===== src/rtl/mult_div_unit_pkg.sv =====
// rtl/mult_div_unit_pkg.sv - ALU control encodings and mult/div FSM states
// Shared with ALU control, the ALU and the control unit.
package mult_div_unit_pkg;

  localparam logic [4:0] OPMULT  = 5'b10000;
  localparam logic [4:0] OPMULTU = 5'b10001;
  localparam logic [4:0] OPDIV   = 5'b10010;
  localparam logic [4:0] OPDIVU  = 5'b10011;
  localparam logic [4:0] OPMTHI  = 5'b10100;
  localparam logic [4:0] OPMTLO  = 5'b10101;
  localparam logic [4:0] OPMFHI  = 5'b10110;
  localparam logic [4:0] OPMFLO  = 5'b10111;

  typedef enum logic [1:0] {
    ST_IDLE = 2'd0,
    ST_MUL  = 2'd1,
    ST_DIV  = 2'd2,
    ST_FIX  = 2'd3
  } md_state_t;

endpackage


===== src/rtl/div_restoring_step.sv =====
// rtl/div_restoring_step.sv - one restoring-division quotient bit
// Shifts the next dividend bit into the partial remainder and trial-subtracts the divisor.
module div_restoring_step #(
  parameter int WIDTH = 32
) (
  input  logic [WIDTH-1:0] rem,
  input  logic             dividend_bit,
  input  logic [WIDTH-1:0] divisor,
  output logic [WIDTH-1:0] rem_next,
  output logic             q_bit
);

  logic [WIDTH:0] shifted;
  logic [WIDTH:0] diff;

  always_comb begin
    shifted  = {rem, dividend_bit};
    diff     = shifted - {1'b0, divisor};
    // rem < divisor keeps shifted < 2*divisor, so bit WIDTH is a clean borrow flag
    q_bit    = ~diff[WIDTH];
    rem_next = q_bit ? diff[WIDTH-1:0] : shifted[WIDTH-1:0];
  end

endmodule


===== src/rtl/mult_div_unit.sv =====
// rtl/mult_div_unit.sv - iterative HI/LO multiply/divide unit
// Magnitude shift-add multiply and restoring divide, signs fixed up in a final cycle.
module mult_div_unit
  import mult_div_unit_pkg::*;
#(
  parameter int WIDTH = 32
) (
  input  logic             iCLK,
  input  logic             iRST,
  input  logic             iStart,
  input  logic [4:0]       iALUCtrl,
  input  logic [WIDTH-1:0] iA,
  input  logic [WIDTH-1:0] iB,
  output logic             oBusy,
  output logic             oDone,
  output logic [WIDTH-1:0] oHI,
  output logic [WIDTH-1:0] oLO,
  output logic [WIDTH-1:0] oResult
);

  localparam int CW = $clog2(WIDTH);

  md_state_t          state_q, state_d;
  logic [CW-1:0]      cnt;
  logic [2*WIDTH-1:0] prod;
  logic [WIDTH-1:0]   opnd;
  logic               neg_q, neg_r, div_zero, is_mul_q, done;
  logic [WIDTH-1:0]   hi, lo;

  logic             is_mul, is_div, signed_op, start_md, last_iter;
  logic             a_neg, b_neg;
  logic [WIDTH-1:0] a_mag, b_mag;
  logic [WIDTH:0]   mul_sum;
  logic [WIDTH-1:0] rem_next;
  logic             q_bit;
  logic [WIDTH-1:0] fix_hi, fix_lo;
  logic [2*WIDTH-1:0] prod_neg;

  always_comb begin
    is_mul    = (iALUCtrl == OPMULT) || (iALUCtrl == OPMULTU);
    is_div    = (iALUCtrl == OPDIV)  || (iALUCtrl == OPDIVU);
    signed_op = (iALUCtrl == OPMULT) || (iALUCtrl == OPDIV);
    start_md  = iStart && (state_q == ST_IDLE) && (is_mul || is_div);
    a_neg     = signed_op && iA[WIDTH-1];
    b_neg     = signed_op && iB[WIDTH-1];
    a_mag     = a_neg ? -iA : iA;
    b_mag     = b_neg ? -iB : iB;
    last_iter = (cnt == CW'(WIDTH - 1));
    mul_sum   = {1'b0, prod[2*WIDTH-1:WIDTH]} + (prod[0] ? {1'b0, opnd} : {(WIDTH+1){1'b0}});
  end

  // Divide keeps the remainder in the upper half and shifts quotient bits into the lower half.
  div_restoring_step #(.WIDTH(WIDTH)) u_div_step (
    .rem          (prod[2*WIDTH-1:WIDTH]),
    .dividend_bit (prod[WIDTH-1]),
    .divisor      (opnd),
    .rem_next     (rem_next),
    .q_bit        (q_bit)
  );

  always_comb begin
    prod_neg = -prod;
    fix_hi   = '0;
    fix_lo   = '0;
    if (is_mul_q) begin
      {fix_hi, fix_lo} = neg_q ? prod_neg : prod;
    end else begin
      fix_hi = neg_r ? -prod[2*WIDTH-1:WIDTH] : prod[2*WIDTH-1:WIDTH];
      fix_lo = div_zero ? '1 : (neg_q ? -prod[WIDTH-1:0] : prod[WIDTH-1:0]);
    end
  end

  always_ff @(posedge iCLK) begin
    if (iRST) state_q <= ST_IDLE;
    else      state_q <= state_d;
  end

  always_comb begin
    state_d = state_q;
    case (state_q)
      ST_IDLE: if (start_md) state_d = is_mul ? ST_MUL : ST_DIV;
      ST_MUL:  if (last_iter) state_d = ST_FIX;
      ST_DIV:  if (last_iter) state_d = ST_FIX;
      ST_FIX:  state_d = ST_IDLE;
      default: state_d = ST_IDLE;
    endcase
  end

  always_ff @(posedge iCLK) begin
    if (iRST) begin
      cnt      <= '0;
      prod     <= '0;
      opnd     <= '0;
      neg_q    <= 1'b0;
      neg_r    <= 1'b0;
      div_zero <= 1'b0;
      is_mul_q <= 1'b0;
      done     <= 1'b0;
      hi       <= '0;
      lo       <= '0;
    end else begin
      done <= 1'b0;
      case (state_q)
        ST_IDLE: begin
          if (start_md) begin
            cnt      <= '0;
            opnd     <= is_mul ? a_mag : b_mag;
            prod     <= {{WIDTH{1'b0}}, (is_mul ? b_mag : a_mag)};
            neg_q    <= a_neg ^ b_neg;
            neg_r    <= a_neg;
            div_zero <= (iB == '0);
            is_mul_q <= is_mul;
          end else if (iStart && iALUCtrl == OPMTHI) begin
            hi <= iA;
          end else if (iStart && iALUCtrl == OPMTLO) begin
            lo <= iA;
          end
        end
        ST_MUL: begin
          prod <= {mul_sum, prod[WIDTH-1:1]};
          cnt  <= cnt + 1'b1;
        end
        ST_DIV: begin
          prod <= {rem_next, prod[WIDTH-2:0], q_bit};
          cnt  <= cnt + 1'b1;
        end
        ST_FIX: begin
          hi   <= fix_hi;
          lo   <= fix_lo;
          done <= 1'b1;
        end
        default: ;
      endcase
    end
  end

  always_comb begin
    oBusy = (state_q != ST_IDLE);
    oDone = done;
    oHI   = hi;
    oLO   = lo;
    case (iALUCtrl)
      OPMFHI:  oResult = hi;
      OPMFLO:  oResult = lo;
      default: oResult = '0;
    endcase
  end

endmodule


===== config.mk =====
export PLATFORM = sky130hd
export DESIGN_NAME = mult_div_unit
export DESIGN_NICKNAME = d
export VERILOG_FILES = /design/src/rtl/mult_div_unit_pkg.sv /design/src/rtl/div_restoring_step.sv /design/src/rtl/mult_div_unit.sv
export SDC_FILE = /design/constraint.sdc
export NUM_CORES = 1
export LEC_CHECK = 0
export ABC_CLOCK_PERIOD_IN_PS = 5800
export CAP_MARGIN = 10
export CORE_UTILIZATION = 40
export CTS_BUF_LIST = sky130_fd_sc_hd__clkbuf_4 sky130_fd_sc_hd__clkbuf_8
export DETAILED_ROUTE_END_ITERATION = 16
export DONT_BUFFER_PORTS = 1
export GPL_TIMING_DRIVEN = 0
export PLACE_DENSITY = 0.53
export SLEW_MARGIN = 30
export SYNTH_ARGS = -nofsm -noshare
export SYNTH_HDL_FRONTEND = slang
export SYNTH_SLANG_ARGS = --single-unit

===== constraint.sdc =====
create_clock -name iCLK -period 5.8 [get_ports iCLK]
set_input_delay 1.16 -clock iCLK [delete_from_list [all_inputs] [get_ports iCLK]]
set_output_delay 1.16 -clock iCLK [all_outputs]
set_load 0.005 [all_outputs]

==> qor.txt <==
Result of the run: finished clean
Sw Share: 46.67%
Number of buffers added by the clock tree synthesis step: 17
Worst-case vdd ir drop: 0.1834 mV
Switching power: 2.102 mW
First-pass GRT wire length: 102500 microns
Slew of the pin with the lowest slew margin: 1008 ps
Initial antenna violation count: 1
Residual DRC: 0
Worst min-delay path startpoint: opnd[3]$_SDFFE_PP0P_
Number of nets with antenna violations after detailed routing: 0
Clock tree from TritonCTS: done
Worst path bufs/invs: 3
Crit path launch type: register
Internal power summed over all cells: 2.402 mW
Mapped Avg Cell Area: 7.299 sq um
Data arrival time of the critical path: 5770 ps
CTS sink cnt: 172
Die W: 196.9 microns
Core area: 37490 sq um
Layout-stage area growth over the synthesis result: 7.199%
Number of cells after detailed placement: 2593
Final period utilization: 92.43%
Critical path start-end classification: register to register
Clock skew: 21.88 ps
Via/cell ratio: 6.372
Floorplan row count: 71
Vias in the first global route: 15080
Worst reg2reg setup slack: 440 ps
Max frequency: 186.5 MHz
Drt pass-1 iters: 10
Clock latency on the worst-skew pair: 520 ps
Number of diodes: 0
Post-synthesis instance area: 15190 sq um
Portion of total power attributed to the clock network: 21.9%
# IOs: 170
Overall die height: 196.9 microns
Warnings from Yosys: 0
Total global routing track utilization: 36.18%
Die Area: 38760 sq um
Static leakage: 6.030 nW
FFs w/ async S/R, synth: 0%
Setup Total Neg Slack: 0 ps
Series of cell instances along the critical path: clkbuf_1, inv_1, clkbuf_1, nor2_1, fa_1, a211oi_1, nor2_1, o41ai_1, o31ai_1, a41oi_2, a21oi_2, a221oi_1, xnor2_1, a221oi_1, o21ai_1
Cell chosen for the clock root: sky130_fd_sc_hd__clkbuf_8
Number of cells in the finished layout apart from fillers: 2625
Overall power: 4.504 mW
Congestion Overflow GR: 0
Average wire per standard cell: 27.35 microns
Post-synthesis cell type count: 89
Final WL: 71780 microns
Count of flip-flops with a built-in enable after synthesis: 0
Crit-path max cell delay: 680 ps
Violation count after the first detailed-routing iteration: 1928
Sum of net half-perimeters after detailed placement: 57750 microns
CTS hold repair buffers: 0
Final setup vio count: 0
Worst slew margin: 32.79%
Fraction of final layout cells with drive strength greater than 1: 4.825%
Global placer's final weighted congestion: 0.9758
Final Net Count: 2249
Synthesized instance count: 2081
Number of buffers between clock root and the deepest sink: 2
Crit Path Max Fanout: 10
Final critical-path required period: 5361 ps
Share of synthesized area occupied by flip-flops and latches: 22.67%
Timing startpoint of the critical path: prod[0]$_SDFFE_PP0P_
Commonest cells after routing, fill and taps aside: sky130_fd_sc_hd__nor2_1, sky130_fd_sc_hd__a21oi_1, sky130_fd_sc_hd__nand2_1
Number of buffers inserted to repair setup after CTS: 0
Yosys reg bits: 172
CTS HTree Levels: 4
Routed vias: 16730
Starting Density: 40.52%
Clock transition time at the flip-flop clock pins of the worst setup and hold paths: 110 ps
Unrepaired setup endpoints after global routing: no
Pwr dens: 276.6 nW/um^2
Tightest Hold Check Type: register to register
Required time at the endpoint of the critical path: 6210 ps
Sequential power share: 30.5%
Synthesized net count: 2229
Cell family contributing the most delay on the critical path: compound AO/OA/AOI/OAI gates
Final max-slew violation count: 0
Number of gates resized after CTS: 0
Startpoint of the lowest-slack register-to-register path: prod[0]$_SDFFE_PP0P_
Max_cap viols: 0
Leading register cell type out of synthesis: sky130_fd_sc_hd__dfxtp_1
Most common library cell in the layout ignoring fill and taps: sky130_fd_sc_hd__nor2_1
Slowest CP cell: sky130_fd_sc_hd__a221oi_1
Combinational share of power: 47.6%
Kind of end point of the critical path: register
Port bufs: 0
Final hold violation count: 0
Pin count of the biggest net entering global routing: 17
[power by group through the flow]
stage          Combinational [mW]  Clock, mW  Sequential (mW)
6_report                     2.14      0.987             1.37
5_1_grt                      2.28       1.04             1.38
4_1_cts                      2.08      0.984             1.36
3_5_place_dp                 2.07          0             1.39
3_3_place_gp                 2.08          0             1.39
2_1_floorplan                1.47          0             1.35
[cell families after synthesis]
logic type	Yosys count	synth area share [%]
adder cells (fa/ha/maj)	76	6.359
multiplexers	57	3.797
XOR/XNOR	172	9.967
buffers and inverters	210	5.758
AND/OR/NAND/NOR	722	21.93
flip-flops	172	22.67
AO/OA/AOI/OAI	672	29.52
[flip-flops by register name, indices dropped and copies added, names as in the netlist]
| name | cells |
|---|---|
| opnd | 32 |
| oHI | 32 |
| neg_q | 1 |
| neg_r | 1 |
| oLO | 32 |
| div_zero | 1 |
| oDone | 1 |
| cnt | 5 |
| is_mul_q | 1 |
| state_q | 2 |
| prod | 64 |
[worst register-to-register path, stage by stage (launching register included)]
cell and delay, ps:
sky130_fd_sc_hd__dfxtp_1 310, sky130_fd_sc_hd__clkbuf_1 320, sky130_fd_sc_hd__inv_1 380, sky130_fd_sc_hd__clkbuf_1 450
sky130_fd_sc_hd__nor2_1 150, sky130_fd_sc_hd__fa_1 490, sky130_fd_sc_hd__a211oi_1 270, sky130_fd_sc_hd__nor2_1 120
sky130_fd_sc_hd__o41ai_1 550, sky130_fd_sc_hd__o31ai_1 320, sky130_fd_sc_hd__a41oi_2 530, sky130_fd_sc_hd__a21oi_2 170
sky130_fd_sc_hd__a221oi_1 680, sky130_fd_sc_hd__xnor2_1 130, sky130_fd_sc_hd__a221oi_1 270, sky130_fd_sc_hd__o21ai_1 110
[through the flow]
| step | hold slack (ps) | setup WS, ps | area [sq um] | utilization [%] |
|---|---|---|---|---|
| floorplan | 431.9 | 2233 | 15190 | - |
| global placement | 443.3 | 645.2 | 15830 | 42.22 |
| detailed placement | 451.8 | 668.5 | 15850 | 42.28 |
| CTS | 467.6 | 641.1 | 16270 | 43.40 |
| global route | 481.9 | 247.1 | 16280 | 43.44 |
| finish | 466.1 | 439.2 | 16280 | 43.44 |
[area by class of cell]
cell class / instances / area (sq um)
clock buffer: 18 / 241.5
timing repair buffer: 1 / 7.507
clock inverter: 14 / 180.2
buffer: 146 / 634.4
tap: 511 / 639.4
inverter: 64 / 240.2
multi-input combinational: 1699 / 10900
fill: 4001 / 21210
sequential: 172 / 3443
[cells in the mapped netlist, drive strengths merged, types with 27 or more instances]
| master | n | area [sq um] |
|---|---|---|
| a211oi | 53 | 397.9 |
| a21o | 28 | 210.2 |
| a21oi | 199 | 1003 |
| a221oi | 27 | 255.2 |
| a22oi | 34 | 255.2 |
| buf | 30 | 180.2 |
| clkbuf | 114 | 431.7 |
| dfxtp | 172 | 3443 |
| ha | 74 | 925.9 |
| inv | 63 | 236.5 |
| mux2i | 52 | 520.5 |
| nand2 | 178 | 668.1 |
| nand3 | 34 | 180.2 |
| nor2 | 321 | 1210 |
| nor3 | 55 | 296.5 |
| o21ai | 123 | 615.6 |
| o31ai | 30 | 257.7 |
| xnor2 | 110 | 970.9 |
| xor2 | 62 | 543.0 |
[metal layers]
layer | wire length, microns | track usage, % | vias up
met4 | 2858 | 14.04 | 0
met1 | 30850 | 50.36 | 8002
li1 | - | - | 7624
met5 | 0 | 0 | -
met2 | 30450 | 54.26 | 978
met3 | 7623 | 7.512 | 122
[worst paths after layout]
check	to	cells past startpoint
max	prod[61]$_SDFFE_PP0P_	15
min	opnd[3]$_SDFFE_PP0P_	2
max reg2reg	prod[61]$_SDFFE_PP0P_	15
min reg2reg	opnd[3]$_SDFFE_PP0P_	2
Power figures use the tool's default switching activity.
